<file path="config.mk">
export PLATFORM = sky130hd
export DESIGN_NAME = avr_dmem_arbiter
export DESIGN_NICKNAME = d
export VERILOG_FILES = /design/src/rtl/avr_pkg.sv /design/src/rtl/avr_dmem_arbiter.sv
export SDC_FILE = /design/constraint.sdc
export NUM_CORES = 1
export LEC_CHECK = 0
export CAP_MARGIN = 20
export CELL_PAD_IN_SITES_DETAIL_PLACEMENT = 0
export CELL_PAD_IN_SITES_GLOBAL_PLACEMENT = 1
export CORE_UTILIZATION = 26
export DETAILED_ROUTE_END_ITERATION = 16
export MAX_ROUTING_LAYER = met4
export PLACE_DENSITY_LB_ADDON = 0.1
export SKIP_LAST_GASP = 1
export SYNTH_ARGS = -nofsm -noshare
export SYNTH_HDL_FRONTEND = slang
export SYNTH_SLANG_ARGS = --single-unit
</file>
<file path="constraint.sdc">
create_clock -name CLK -period 3.95 [get_ports CLK]
set_input_delay 0.79 -clock CLK [delete_from_list [all_inputs] [get_ports CLK]]
set_output_delay 0.79 -clock CLK [all_outputs]
set_load 0.05 [all_outputs]
</file>
<file path="src/rtl/avr_pkg.sv">
// Shared AVR data-memory definitions: arbiter states and default bus widths.
package avr_pkg;

    typedef enum logic [0:0] {
        ARB_CPU = 1'b0,
        ARB_DMA = 1'b1
    } arb_state_t;

    localparam int AVR_ADDR_W = 16;
    localparam int AVR_DATA_W = 8;

endpackage

</file>
<file path="src/rtl/avr_dmem_arbiter.sv">
// Single-port data SRAM arbiter between the AVR core data port and a DMA/debug requester.
// CPU has priority; a wait counter forces starved DMA through, a burst counter bounds the CPU hold-off.
module avr_dmem_arbiter
    import avr_pkg::*;
#(
    parameter int ADDR_W    = AVR_ADDR_W,
    parameter int DATA_W    = AVR_DATA_W,
    parameter int MAX_WAIT  = 4,
    parameter int DMA_BURST = 2
) (
    input  logic              CLK,
    input  logic              RST,
    input  logic              cpu_req,
    input  logic              cpu_we,
    input  logic [ADDR_W-1:0] cpu_addr,
    input  logic [DATA_W-1:0] cpu_wdata,
    output logic [DATA_W-1:0] cpu_rdata,
    output logic              cpu_stall,
    input  logic              dma_req,
    input  logic              dma_we,
    input  logic [ADDR_W-1:0] dma_addr,
    input  logic [DATA_W-1:0] dma_wdata,
    output logic              dma_gnt,
    output logic              dma_rvalid,
    output logic [DATA_W-1:0] dma_rdata,
    output logic              mem_en,
    output logic              mem_we,
    output logic [ADDR_W-1:0] mem_addr,
    output logic [DATA_W-1:0] mem_wdata,
    input  logic [DATA_W-1:0] mem_rdata
);

    localparam int WW = $clog2(MAX_WAIT + 1);
    localparam int BW = $clog2(DMA_BURST + 1);
    localparam logic [WW-1:0] WAIT_MAX  = WW'(MAX_WAIT);
    localparam logic [BW-1:0] BURST_MAX = BW'(DMA_BURST);

    arb_state_t        state_r, state_nxt_s;
    logic [WW-1:0]     wait_cnt_r, wait_cnt_nxt_s;
    logic [BW-1:0]     burst_cnt_r, burst_cnt_nxt_s;
    logic              cpu_grant_s, dma_grant_s;
    logic              rd_cpu_r, rd_dma_r;
    logic [DATA_W-1:0] cpu_rdata_r, dma_rdata_r;

    // Grant selection and next-state/burst computation.
    // The forced DMA grant that enters ARB_DMA already counts as the first burst grant.
    always_comb begin
        cpu_grant_s     = 1'b0;
        dma_grant_s     = 1'b0;
        state_nxt_s     = state_r;
        burst_cnt_nxt_s = burst_cnt_r;
        if (RST) begin
            state_nxt_s = ARB_CPU;
        end else begin
            case (state_r)
                ARB_CPU: begin
                    if (dma_req && (!cpu_req || wait_cnt_r == WAIT_MAX)) begin
                        dma_grant_s = 1'b1;
                        if (cpu_req) begin
                            state_nxt_s     = ARB_DMA;
                            burst_cnt_nxt_s = BW'(1);
                        end else begin
                            state_nxt_s = ARB_CPU;
                        end
                    end else if (cpu_req) begin
                        cpu_grant_s = 1'b1;
                    end else begin
                        cpu_grant_s = 1'b0;
                    end
                end
                ARB_DMA: begin
                    if (dma_req && (!cpu_req || burst_cnt_r != BURST_MAX)) begin
                        dma_grant_s = 1'b1;
                        if (cpu_req) begin
                            burst_cnt_nxt_s = burst_cnt_r + BW'(1);
                        end else begin
                            burst_cnt_nxt_s = burst_cnt_r;
                        end
                    end else if (cpu_req) begin
                        cpu_grant_s = 1'b1;
                    end else begin
                        cpu_grant_s = 1'b0;
                    end
                    if (!dma_req || (cpu_req && burst_cnt_nxt_s == BURST_MAX)) begin
                        state_nxt_s = ARB_CPU;
                    end else begin
                        state_nxt_s = ARB_DMA;
                    end
                end
                default: begin
                    state_nxt_s = ARB_CPU;
                end
            endcase
        end
    end

    // Starvation counter: counts denied DMA cycles, saturating at MAX_WAIT.
    always_comb begin
        if (!dma_req || dma_grant_s) begin
            wait_cnt_nxt_s = {WW{1'b0}};
        end else if (wait_cnt_r != WAIT_MAX) begin
            wait_cnt_nxt_s = wait_cnt_r + WW'(1);
        end else begin
            wait_cnt_nxt_s = wait_cnt_r;
        end
    end

    // RAM port mux; idle cycles drive all zeros.
    always_comb begin
        mem_en = cpu_grant_s | dma_grant_s;
        if (cpu_grant_s) begin
            mem_we    = cpu_we;
            mem_addr  = cpu_addr;
            mem_wdata = cpu_wdata;
        end else if (dma_grant_s) begin
            mem_we    = dma_we;
            mem_addr  = dma_addr;
            mem_wdata = dma_wdata;
        end else begin
            mem_we    = 1'b0;
            mem_addr  = {ADDR_W{1'b0}};
            mem_wdata = {DATA_W{1'b0}};
        end
    end

    // Handshake and read-return outputs; forced quiet while RST is asserted.
    always_comb begin
        cpu_stall = cpu_req & ~cpu_grant_s & ~RST;
        dma_gnt   = dma_req & dma_grant_s;
        if (RST) begin
            dma_rvalid = 1'b0;
            cpu_rdata  = {DATA_W{1'b0}};
            dma_rdata  = {DATA_W{1'b0}};
        end else begin
            dma_rvalid = rd_dma_r;
            cpu_rdata  = rd_cpu_r ? mem_rdata : cpu_rdata_r;
            dma_rdata  = rd_dma_r ? mem_rdata : dma_rdata_r;
        end
    end

    // Arbiter state, counters, read owner tags and held read data.
    always_ff @(posedge CLK) begin
        if (RST) begin
            state_r     <= ARB_CPU;
            wait_cnt_r  <= {WW{1'b0}};
            burst_cnt_r <= {BW{1'b0}};
            rd_cpu_r    <= 1'b0;
            rd_dma_r    <= 1'b0;
            cpu_rdata_r <= {DATA_W{1'b0}};
            dma_rdata_r <= {DATA_W{1'b0}};
        end else begin
            state_r     <= state_nxt_s;
            wait_cnt_r  <= wait_cnt_nxt_s;
            burst_cnt_r <= burst_cnt_nxt_s;
            rd_cpu_r    <= cpu_grant_s & ~cpu_we;
            rd_dma_r    <= dma_grant_s & ~dma_we;
            cpu_rdata_r <= rd_cpu_r ? mem_rdata : cpu_rdata_r;
            dma_rdata_r <= rd_dma_r ? mem_rdata : dma_rdata_r;
        end
    end

endmodule
</file>
# After elaboration in Yosys (flattened, before gate mapping)
# Index checks and enable logic that the tools add are counted.
# Widths: inputs -> output; s select.
# classes
reduce_logical,11
shifts,0
mul,0
muxes,30
bitwise_logic,11
eq_ne,6
div_mod_pow,0
magnitude_cmp,0
addsub,2
# ops
op,n
$mux 8,6
$mux 16,2
$mux 1,12
$mux 2,6
$ne 2x2->1 const B,3
$pmux 1 s2,3
$and 1x1->1,5
$not 1->1,5
$logic_or 1x1->1,4
$pmux 2 s2,1
$add 3x1->3 const B,1
$eq 3x3->1 const B,1
$logic_and 1x1->1,3
$ne 3x3->1 const B,1
$add 2x1->2 const B,1
$eq 2x2->1 const B,1
$logic_not 1->1,2
$reduce_and 2->1,1
$reduce_or 2->1,1
$or 1x1->1,1
# word_totals
output_inout_bits,45
rom_bits,0
memories,0
regBits,24
ram_bits,0
elab_cells,67
in_bits,62
latchBits,0

# Logic depth before layout (Yosys ltp)
# Gate-level depths: netlist (run 1).
# depth
ltp_word,11
mapped_depth,6
depth_no_buf,5

# Least setup slack after synthesis (run 1)
# OpenSTA, ideal clock, no wires.
# synth_timing
path_kind,in2out
start,input port cpu_req
end,output port mem_addr[0]
setup_slack_ns,0.956
arrival_time_ns,2.204
path_buffers,3
path_stages,6
required_time_ns,3.160
cell_sequence,buf_4 -> nor2b_1 -> buf_2 -> buf_2 -> nand2_1 -> mux2i_1
# synth_via
elab_chain_cells,8
elab_cells_between_ends,16
classes_between,mux: 11; reduce/logical: 5
# synth_lines
item,line_no,source
from (decl),avr_dmem_arbiter.sv:13,"input logic cpu_req,"
$logic_not 1->1,"avr_dmem_arbiter.sv:57, avr_dmem_arbiter.sv:72",
"$logic_or 1x1->1, on equally long branches","avr_dmem_arbiter.sv:72, avr_dmem_arbiter.sv:57",
"$logic_and 1x1->1, on equally long branches","avr_dmem_arbiter.sv:72, avr_dmem_arbiter.sv:57",
"$mux 1, on equally long branches","avr_dmem_arbiter.sv:72, avr_dmem_arbiter.sv:57",
$pmux 1 s2,avr_dmem_arbiter.sv:55,case (state_r)
$mux 1,avr_dmem_arbiter.sv:52,if (RST) begin
$mux 16,avr_dmem_arbiter.sv:115,end else if (dma_grant_s) begin
$mux 16 (*),avr_dmem_arbiter.sv:111,if (cpu_grant_s) begin
to (decl),avr_dmem_arbiter.sv:28,"output logic [ADDR_W-1:0] mem_addr,"
# Every way passes the cells marked *; elsewhere a longest branch is shown, timed or not.

# Worst setup path in the final report (run 1)
# layout_timing
start,input port dma_req
end,output port mem_addr[10]
# layout_via
elab_chain_cells,6
elab_cells_between_ends,12
classes_between,mux: 10; reduce/logical: 2
# layout_lines
item,line_no,source
from (decl),avr_dmem_arbiter.sv:19,"input logic dma_req,"
"$logic_and 1x1->1, on equally long branches","avr_dmem_arbiter.sv:72, avr_dmem_arbiter.sv:57",
"$mux 1, on equally long branches","avr_dmem_arbiter.sv:72, avr_dmem_arbiter.sv:57",
$pmux 1 s2,avr_dmem_arbiter.sv:55,
$mux 1,avr_dmem_arbiter.sv:52,
$mux 16,avr_dmem_arbiter.sv:115,
$mux 16 (*),avr_dmem_arbiter.sv:111,
# Marks and branches as above.

==> results of run 1 <==
-- cell usage in the layout, fill, tap and decap left out, types with 3 or more instances in the layout --
master	instances
buf_12	46
buf_4	3
clkbuf_8	3
clkdlybuf4s50_1	61
dfxtp_1	24
ha_1	3
inv_1	4
mux2i_1	42
nand2_1	28
nand2b_1	29
nor2_1	18
nor3_1	3
-- registers in the layout (all words and copies together) (netlist names) --
register	cells
cpu_rdata_r	8
dma_rdata_r	8
wait_cnt_r	3
burst_cnt_r	2
rd_cpu_r	1
rd_dma_r	1
state_r	1
-- metal layers --
metal	global-route usage	vias up	share of wire
met2	0.259	41	0.48
met1	0.191	711	0.45
met3	0.0409	2	0.063
li1	-	816	-
met5	-	-	0
met4	0.0214	0	0.0038
-- Yosys cell counts --
master	count
buf_4	1
a31oi_4	1
dfxtp_1	24
nand4b_1	1
nand2_1	28
nor2_1	18
buf_2	5
nand2b_1	29
and2b_1	1
xnor2_1	1
or2_0	1
nor3_1	3
nor3b_1	2
inv_1	4
a31oi_1	2
buf_6	3
nand3b_4	1
ha_1	3
and3b_1	1
nor2b_1	2
nand3b_1	1
a21oi_1	2
nor4bb_1	1
a211o_1	1
a31o_2	1
mux2i_1	42
clkbuf_1	5
o21ai_0	1
o32ai_1	1
-- cell families (layout without fill, tap and decap cells) --
family | after synthesis | count (layout) | share of synthesized area
AND/OR/NAND/NOR | 89 | 89 | 0.293
buffers and inverters | 18 | 117 | 0.0630
multiplexers | 42 | 42 | 0.265
adder cells (fa/ha/maj) | 3 | 3 | 0.0236
flip-flops | 24 | 24 | 0.303
XOR/XNOR | 1 | 1 | 0.00552
AO/OA/AOI/OAI | 9 | 9 | 0.0473
-- area by class of cell --
class	count	area (sq um)
fill	526	2730
multi-input combinational	144	1010
timing repair buffer	110	1550
clock buffer	3	41.3
inverter	4	15.0
tap	75	93.8
sequential	24	480
-- power breakdown --
group	internal, mW	leakage (nW)	switching (mW)
clock	0.0680	0.0216	0.0703
combinational	0.161	0.998	0.142
sequential	0.247	0.194	0.00442
total	0.477	1.21	0.217
-- tightest hold or removal path, cell delays in order (launching register included) --
cell,delay (ns)
dfxtp_1,0.33
nand2_1,0.06
a21oi_1,0.05
-- through the flow --
| stage | total power, mW | hold WS [ns] | area (sq um) | setup slack [ns] |
|---|---|---|---|---|
| after floorplan | 0.394 | 0.453 | 1590 | 0.956 |
| after global placement | 0.562 | 0.483 | 3150 | 0.720 |
| after detailed placement | 0.563 | 0.487 | 3150 | 0.699 |
| after CTS | 0.705 | 0.497 | 3190 | 0.676 |
| after global routing | 0.733 | 0.527 | 3190 | 0.575 |
| final | 0.694 | 0.491 | 3190 | 0.703 |
-- path summary, 6_finish.rpt --
check                                    start        endpoint  slack [ns]
worst max-delay path                   dma_req    mem_addr[10]        0.70
worst min-delay path            burst_cnt_r[0]  burst_cnt_r[0]        0.49
worst max register to register  burst_cnt_r[0]        rd_dma_r        2.24
worst min register to register  burst_cnt_r[0]  burst_cnt_r[0]        0.49
==> impl_metrics.yaml, run 1 <==
timing:
  fmax_mhz: 308
  fin_crit_sh: 0.822
  slew_violations: 0
  skew_ns: 0.00118
  tightest_slew_ns: 0.523
  rsz0062_at_grt: "false"
  fin_crit_ns: 3.25
  finalSetupViolations: 0
  hold_viol: 0
  slew_headroom: 0.651
  fin_setup_tns_ns: 0
worst_setup_path:
  cp_max_fo: 32
  path_cells: "clkdlybuf4s50_1 > inv_1 > a31oi_4 > buf_12 > mux2i_1 > buf_12"
  worstSetupEndpointType: "output pin"
  cp.required_ns: 3.16
  r2r_cells: 6
  worst-path-stages: 6
  path_delay_family: "buffers and inverters"
  cp_num_buf_inv: 4
  crit_arrival_ns: 2.46
  start_kind: "primary input"
  crit_type: "in -> out"
  slowest_stage: "clkdlybuf4s50_1"
  cp_common_cell: "buf_12"
  critPathMaxStageDelay_ns: 0.60
cts:
  insertion_delay_ns: 0.26
  cts_tree: "yes"
  htree_levels: 1
  cts_buffer_depth: 2
  numCtsBuffers: 3
  postCtsHoldBufs: 0
  post_cts_resized: 0
  path_clk_slew_ns: 0.08
  post_cts_buffers: 0
  cts_root_buf: "clkbuf_8"
  cts_sinks: 24
final_layout:
  syn_to_final_growth_pct: 101
  final_layout_size_suffix_gt1_frac: 0.196
  postLayoutCoreUtil: 0.540
  insertedDiodeCount: 0
  instances_no_fill: 360
  fin_nets: 352
placement:
  port_buffers: 106
  dp_hpwl_um: 3650
  dp_cells: 357
  gp_congestion: 0.761
power:
  p_leak_nw: 1.21
  power_density_nw_per_um2: 217
  irDropWorstVdd_mv: 0.163
drt:
  wl_um: 4780
  firstDrtPassIters: 3
  wl_per_cell_um: 13.3
  drtIter0Drc: 72
  route.detailed.drc: 0
  vias: 1570
  antenna_left: 0
  viasPerCell: 4.36
logic_synthesis:
  synth_top_area_frac: 0.303
  netlist_area_sq_um: 1590
  synth_top_area_cell: "dfxtp_1"
  synth-seq-cells: 24
  yosysWarningCount: 0
  synth.distinct_cells: 29
  synth_seq_area_share: 0.303
  syn_area_per_cell_sq_um: 8.54
  syn_nets: 251
  synthTopCellsByArea: "dfxtp_1 30%, mux2i_1 26%, nand2b_1 11%"
  synthCells: 186
global_routing:
  grt_pass1_vias: 1442
  grt_overflow_total: 0
  grt_pass1_wl_um: 7560
  grt_max_degree: 36
  grt_usage: 0.155
  antenna_found_initial: 0
run:
  maxCapViolations: 0
die:
  die-width_um: 80.1
  row_count: 28
  core_area_sq_um: 5920
  io_pins: 107
  start_util: 0.268
  dieArea_sq_um: 6420
  die_h_um: 80.1
run_status:
  status: "finished, final reports clean"
hold_path:
  hp-class: "reg -> reg"
  hold-path-cell-count: 2
Note: power is estimated with default switching activity, not from simulation.
==> run 2, diff against run 1 <==
CORE_UTILIZATION = 24   (was 26)
clock period = 3.4 ns   (was 3.95 ns; I/O delays follow)
==> run 2 against run 1 <==
  * Worst hold slack gained 0.0065 ns
  * Total power rose by 29%
  * Largest power group unchanged
  * Final area grew 1.8%
  * Non-clock buffer count stayed put
  * Setup slack got worse by 0.26 ns
  * Final cell count rose by 0.83%
  * Largest cell class unchanged
==> impl_metrics.yaml, run 2 (synthesis results as in run 1) <==
run_status:
  status: "finished, final reports clean"
drt:
  wl_um: 4780
  route.met2.wl_um: 2050
  dr_wl_met3_um: 351
  antenna_left: 0
  drtIter0Drc: 38
  vias: 1605
  viasPerCell: 4.42
  route.detailed.drc: 0
  wl_per_cell_um: 13.2
  firstDrtPassIters: 4
  drt-met1-wl_um: 2350
  top_layer_used: "met4"
timing:
  fmax_mhz: 338
  skew_ns: 0.0101
  slew_violations: 0
  rsz0062_at_grt: "false"
  slew_headroom: 0.637
  tightest_slew_ns: 0.544
  fin_setup_tns_ns: 0
  whs_ns: 0.497
  fin_crit_sh: 0.870
  finalSetupViolations: 0
  fin_crit_ns: 2.96
  hold_viol: 0
  setup_ws_ns: 0.443
final_layout:
  most-common-layout-cells: "61 x clkdlybuf4s50_1, 48 x buf_12, 42 x mux2i_1"
  final_common_cell: "clkdlybuf4s50_1"
  instances_no_fill: 363
  fin_nets: 352
  postLayoutCoreUtil: 0.512
  reg_top3: "cpu_rdata_r: 8 flops, dma_rdata_r: 8 flops, wait_cnt_r: 3 flops"
  syn_to_final_growth_pct: 105
  fill_cells: 551
  final_layout_size_suffix_gt1_frac: 0.199
  insertedDiodeCount: 0
  finalInstanceArea_sq_um: 3250
worst_setup_path:
  cp_max_fo: 26
  start_kind: "primary input"
  worstSetupEndpointType: "output pin"
  cp.required_ns: 2.72
  crit_type: "in -> out"
  crit_arrival_ns: 2.28
die:
  die-width_um: 83.3
  start_util: 0.250
  row_count: 29
  dieArea_sq_um: 6940
  die_h_um: 83.3
  core_area_sq_um: 6350
  io_pins: 107
cts:
  cts_root_buf: "clkbuf_8"
  post_cts_resized: 0
  cts_sinks: 24
  post_cts_buffers: 0
  numCtsBuffers: 3
  cts_tree: "yes"
  htree_levels: 1
  path_clk_slew_ns: 0.08
  cts_buffer_depth: 2
  postCtsHoldBufs: 0
  insertion_delay_ns: 0.27
run:
  maxCapViolations: 0
global_routing:
  grt_pass1_vias: 1560
  grt_overflow_total: 0
  antenna_found_initial: 0
  grt_usage: 0.136
  grt_max_degree: 51
  grt_pass1_wl_um: 7580
placement:
  port_buffers: 106
  dp_hpwl_um: 3510
  dp_cells: 359
  dp_slack_ns: 0.418
  placed_area_sq_um: 3180
  gp_congestion: 0.751
power:
  power_uw: 898
  p_leak_nw: 1.24
  irDropWorstVdd_mv: 0.214
  power_density_nw_per_um2: 276
hold_path:
  hp-class: "reg -> reg"
## run 2: changes by cell type in the layout (fill, tap and decap cells not counted), sizes merged
cell and change:
bufinv +1
## run 2: final cells by class
class | count | area [sq um] | share of cell area
timing repair buffer | 110 | 1580 | 0.486
multi-input combinational | 144 | 1010 | 0.311
sequential | 24 | 480 | 0.148
tap | 77 | 96.3 | 0.0296
clock buffer | 3 | 41.3 | 0.0127
clock inverter | 1 | 30.0 | 0.00923
inverter | 4 | 15.0 | 0.00462
## run 2: layer usage
layer	track usage	vias up
met3	0.0179	2
met1	0.196	720
li1	-	818
met4	0.0235	0
met2	0.204	65
met5	-	-
## run 2: worst paths after layout
path                  startpoint              to  slack (ns)  cells after the start
setup / recovery         cpu_req     mem_addr[4]        0.44                      6
hold reg to reg   burst_cnt_r[0]  burst_cnt_r[0]        0.50                      2
hold / removal    burst_cnt_r[0]  burst_cnt_r[0]        0.50                      2
setup reg to reg  burst_cnt_r[0]        rd_dma_r        1.76                      6
## run 2: critical path, stage by stage
cell and delay [ns]:
clkdlybuf4s50_1 0.65, nor2b_2 0.25, buf_12 0.18, nand2_1 0.06, mux2i_1 0.26, buf_12 0.18
## run 2: where the power goes
part           internal [mW]  switching (mW)
sequential             0.287         0.00524
clock                  0.157          0.0915
combinational          0.191           0.166
==> run 3, diff against run 2 <==
CORE_MARGIN = 10   (was not set)
==> run 3 against run 2 <==
  * Clock skew fell by 0.0070 ns
  * Non-clock buffer count increased by 3
  * Via count fell by 0.87%
  * Critical path depth unchanged
  * Clock power hardly changed
  * Total power is 0.14% higher
  * Sequential power hardly changed
  * Worst hold slack gained 0.0011 ns
  * Register-to-register slack about the same
==> impl_metrics.yaml, run 3 (synthesis results as in run 1) <==
cts:
  cts_tree: "yes"
  path_clk_slew_ns: 0.09
  post_cts_resized: 0
  cts_sinks: 24
  numCtsBuffers: 3
  htree_levels: 1
  cts_root_buf: "clkbuf_8"
  cts_buffer_depth: 2
  postCtsHoldBufs: 0
  post_cts_buffers: 0
  insertion_delay_ns: 0.26
run_status:
  status: "finished, final reports clean"
final_layout:
  fill_cells: 576
  multi_input_area_sq_um: 1010
  syn_to_final_growth_pct: 105
  fin_nets: 355
  final_common_cell: "clkdlybuf4s50_1"
  finalInstanceArea_sq_um: 3250
  final_layout_size_suffix_gt1_frac: 0.208
  reg_top3: "cpu_rdata_r: 8 flops, dma_rdata_r: 8 flops, wait_cnt_r: 3 flops"
  insertedDiodeCount: 0
  most-common-layout-cells: "61 x clkdlybuf4s50_1, 46 x buf_12, 42 x mux2i_1"
  seq_area_sq_um: 480
die:
  row_count: 29
  io_pins: 107
  core_area_sq_um: 6390
  die-width_um: 101
  die_h_um: 101
  start_util: 0.249
  dieArea_sq_um: 10300
global_routing:
  grt_pass1_wl_um: 9060
  grt_pass1_vias: 1620
  grt_overflow_total: 0
  grt_max_degree: 31
  antenna_found_initial: 0
  grt_usage: 0.112
drt:
  firstDrtPassIters: 4
  drtIter0Drc: 61
  wl_per_cell_um: 15.9
  wl_um: 5820
  viasPerCell: 4.35
  route.detailed.drc: 0
  vias: 1591
  antenna_left: 0
hold_path:
  hp-class: "reg -> reg"
power:
  seqPwrFrac: 0.325
  p_comb_frac: 0.398
  power_uw: 899
  power_density_nw_per_um2: 277
  p_int_uw: 634
  switching_share: 0.295
  p_switching_uw: 265
  p_clk_frac: 0.277
  p_leak_nw: 1.24
  irDropWorstVdd_mv: 0.240
run:
  maxCapViolations: 0
timing:
  skew_ns: 0.00307
  fin_setup_tns_ns: 0
  hold_viol: 0
  slew_violations: 0
  fmax_mhz: 344
  fin_crit_ns: 2.91
  fin_crit_sh: 0.856
  slew_headroom: 0.648
  tightest_slew_ns: 0.528
  rsz0062_at_grt: "false"
  finalSetupViolations: 0
worst_setup_path:
  cp.required_ns: 2.72
  critPathMaxStageDelay_ns: 0.48
  start_kind: "primary input"
  crit_type: "in -> out"
  cp_max_fo: 16
  path_cells: "clkdlybuf4s50_1 > inv_1 > a31oi_4 > buf_4 > mux2i_1 > buf_12"
  worstSetupEndpointType: "output pin"
  crit_arrival_ns: 2.23
  slowest_stage: "clkdlybuf4s50_1"
placement:
  port_buffers: 106
  dp_hpwl_um: 4640
  placed_area_sq_um: 3180
  gp_congestion: 0.758
[run 3: final cells by class]
type | instances | area share
timing repair buffer | 113 | 0.485
multi-input combinational | 144 | 0.311
sequential | 24 | 0.148
tap | 77 | 0.0296
clock buffer | 3 | 0.0127
clock inverter | 1 | 0.00924
inverter | 4 | 0.00462
[run 3: worst paths after layout]
kind | from | to | slack [ns] | depth (start not counted)
max reg2reg | burst_cnt_r[0] | rd_dma_r | 1.76 | 6
min reg2reg | burst_cnt_r[0] | burst_cnt_r[0] | 0.50 | 2
max | dma_req | mem_wdata[2] | 0.49 | 6
min | burst_cnt_r[0] | burst_cnt_r[0] | 0.50 | 2
[run 3: metrics by stage]
step                hold slack, ns  setup slack [ns]  utilization  cells
finish                       0.498             0.490        0.509    366
global route                 0.526             0.377        0.509    366
CTS                          0.498             0.484        0.509    366
detailed placement           0.486             0.484        0.498    362
global placement             0.479             0.501        0.498    362
floorplan                    0.453             0.605            -    186
[run 3: power groups by stage]
stage                     Clock [mW]  Combinational [mW]  Sequential (mW)
after global routing           0.273               0.378            0.294
after global placement             0               0.360            0.299
after detailed placement           0               0.361            0.300
final                          0.249               0.358            0.293
after CTS                      0.264               0.363            0.293
after floorplan                    0               0.162            0.296
[run 3: worst max-delay path, delay by kind of cell]
kind,cells,cell delay [ns]
AO/OA/AOI/OAI,1,0.14
buffers and inverters,4,1.03
multiplexers,1,0.37
[run 3: metal layers]
metal,share of wire,global-route usage,routed length (um)
met5,0,-,0
met4,0,0.0193,0
met3,0.080,0.0347,467
met2,0.47,0.176,2730
met1,0.45,0.138,2620
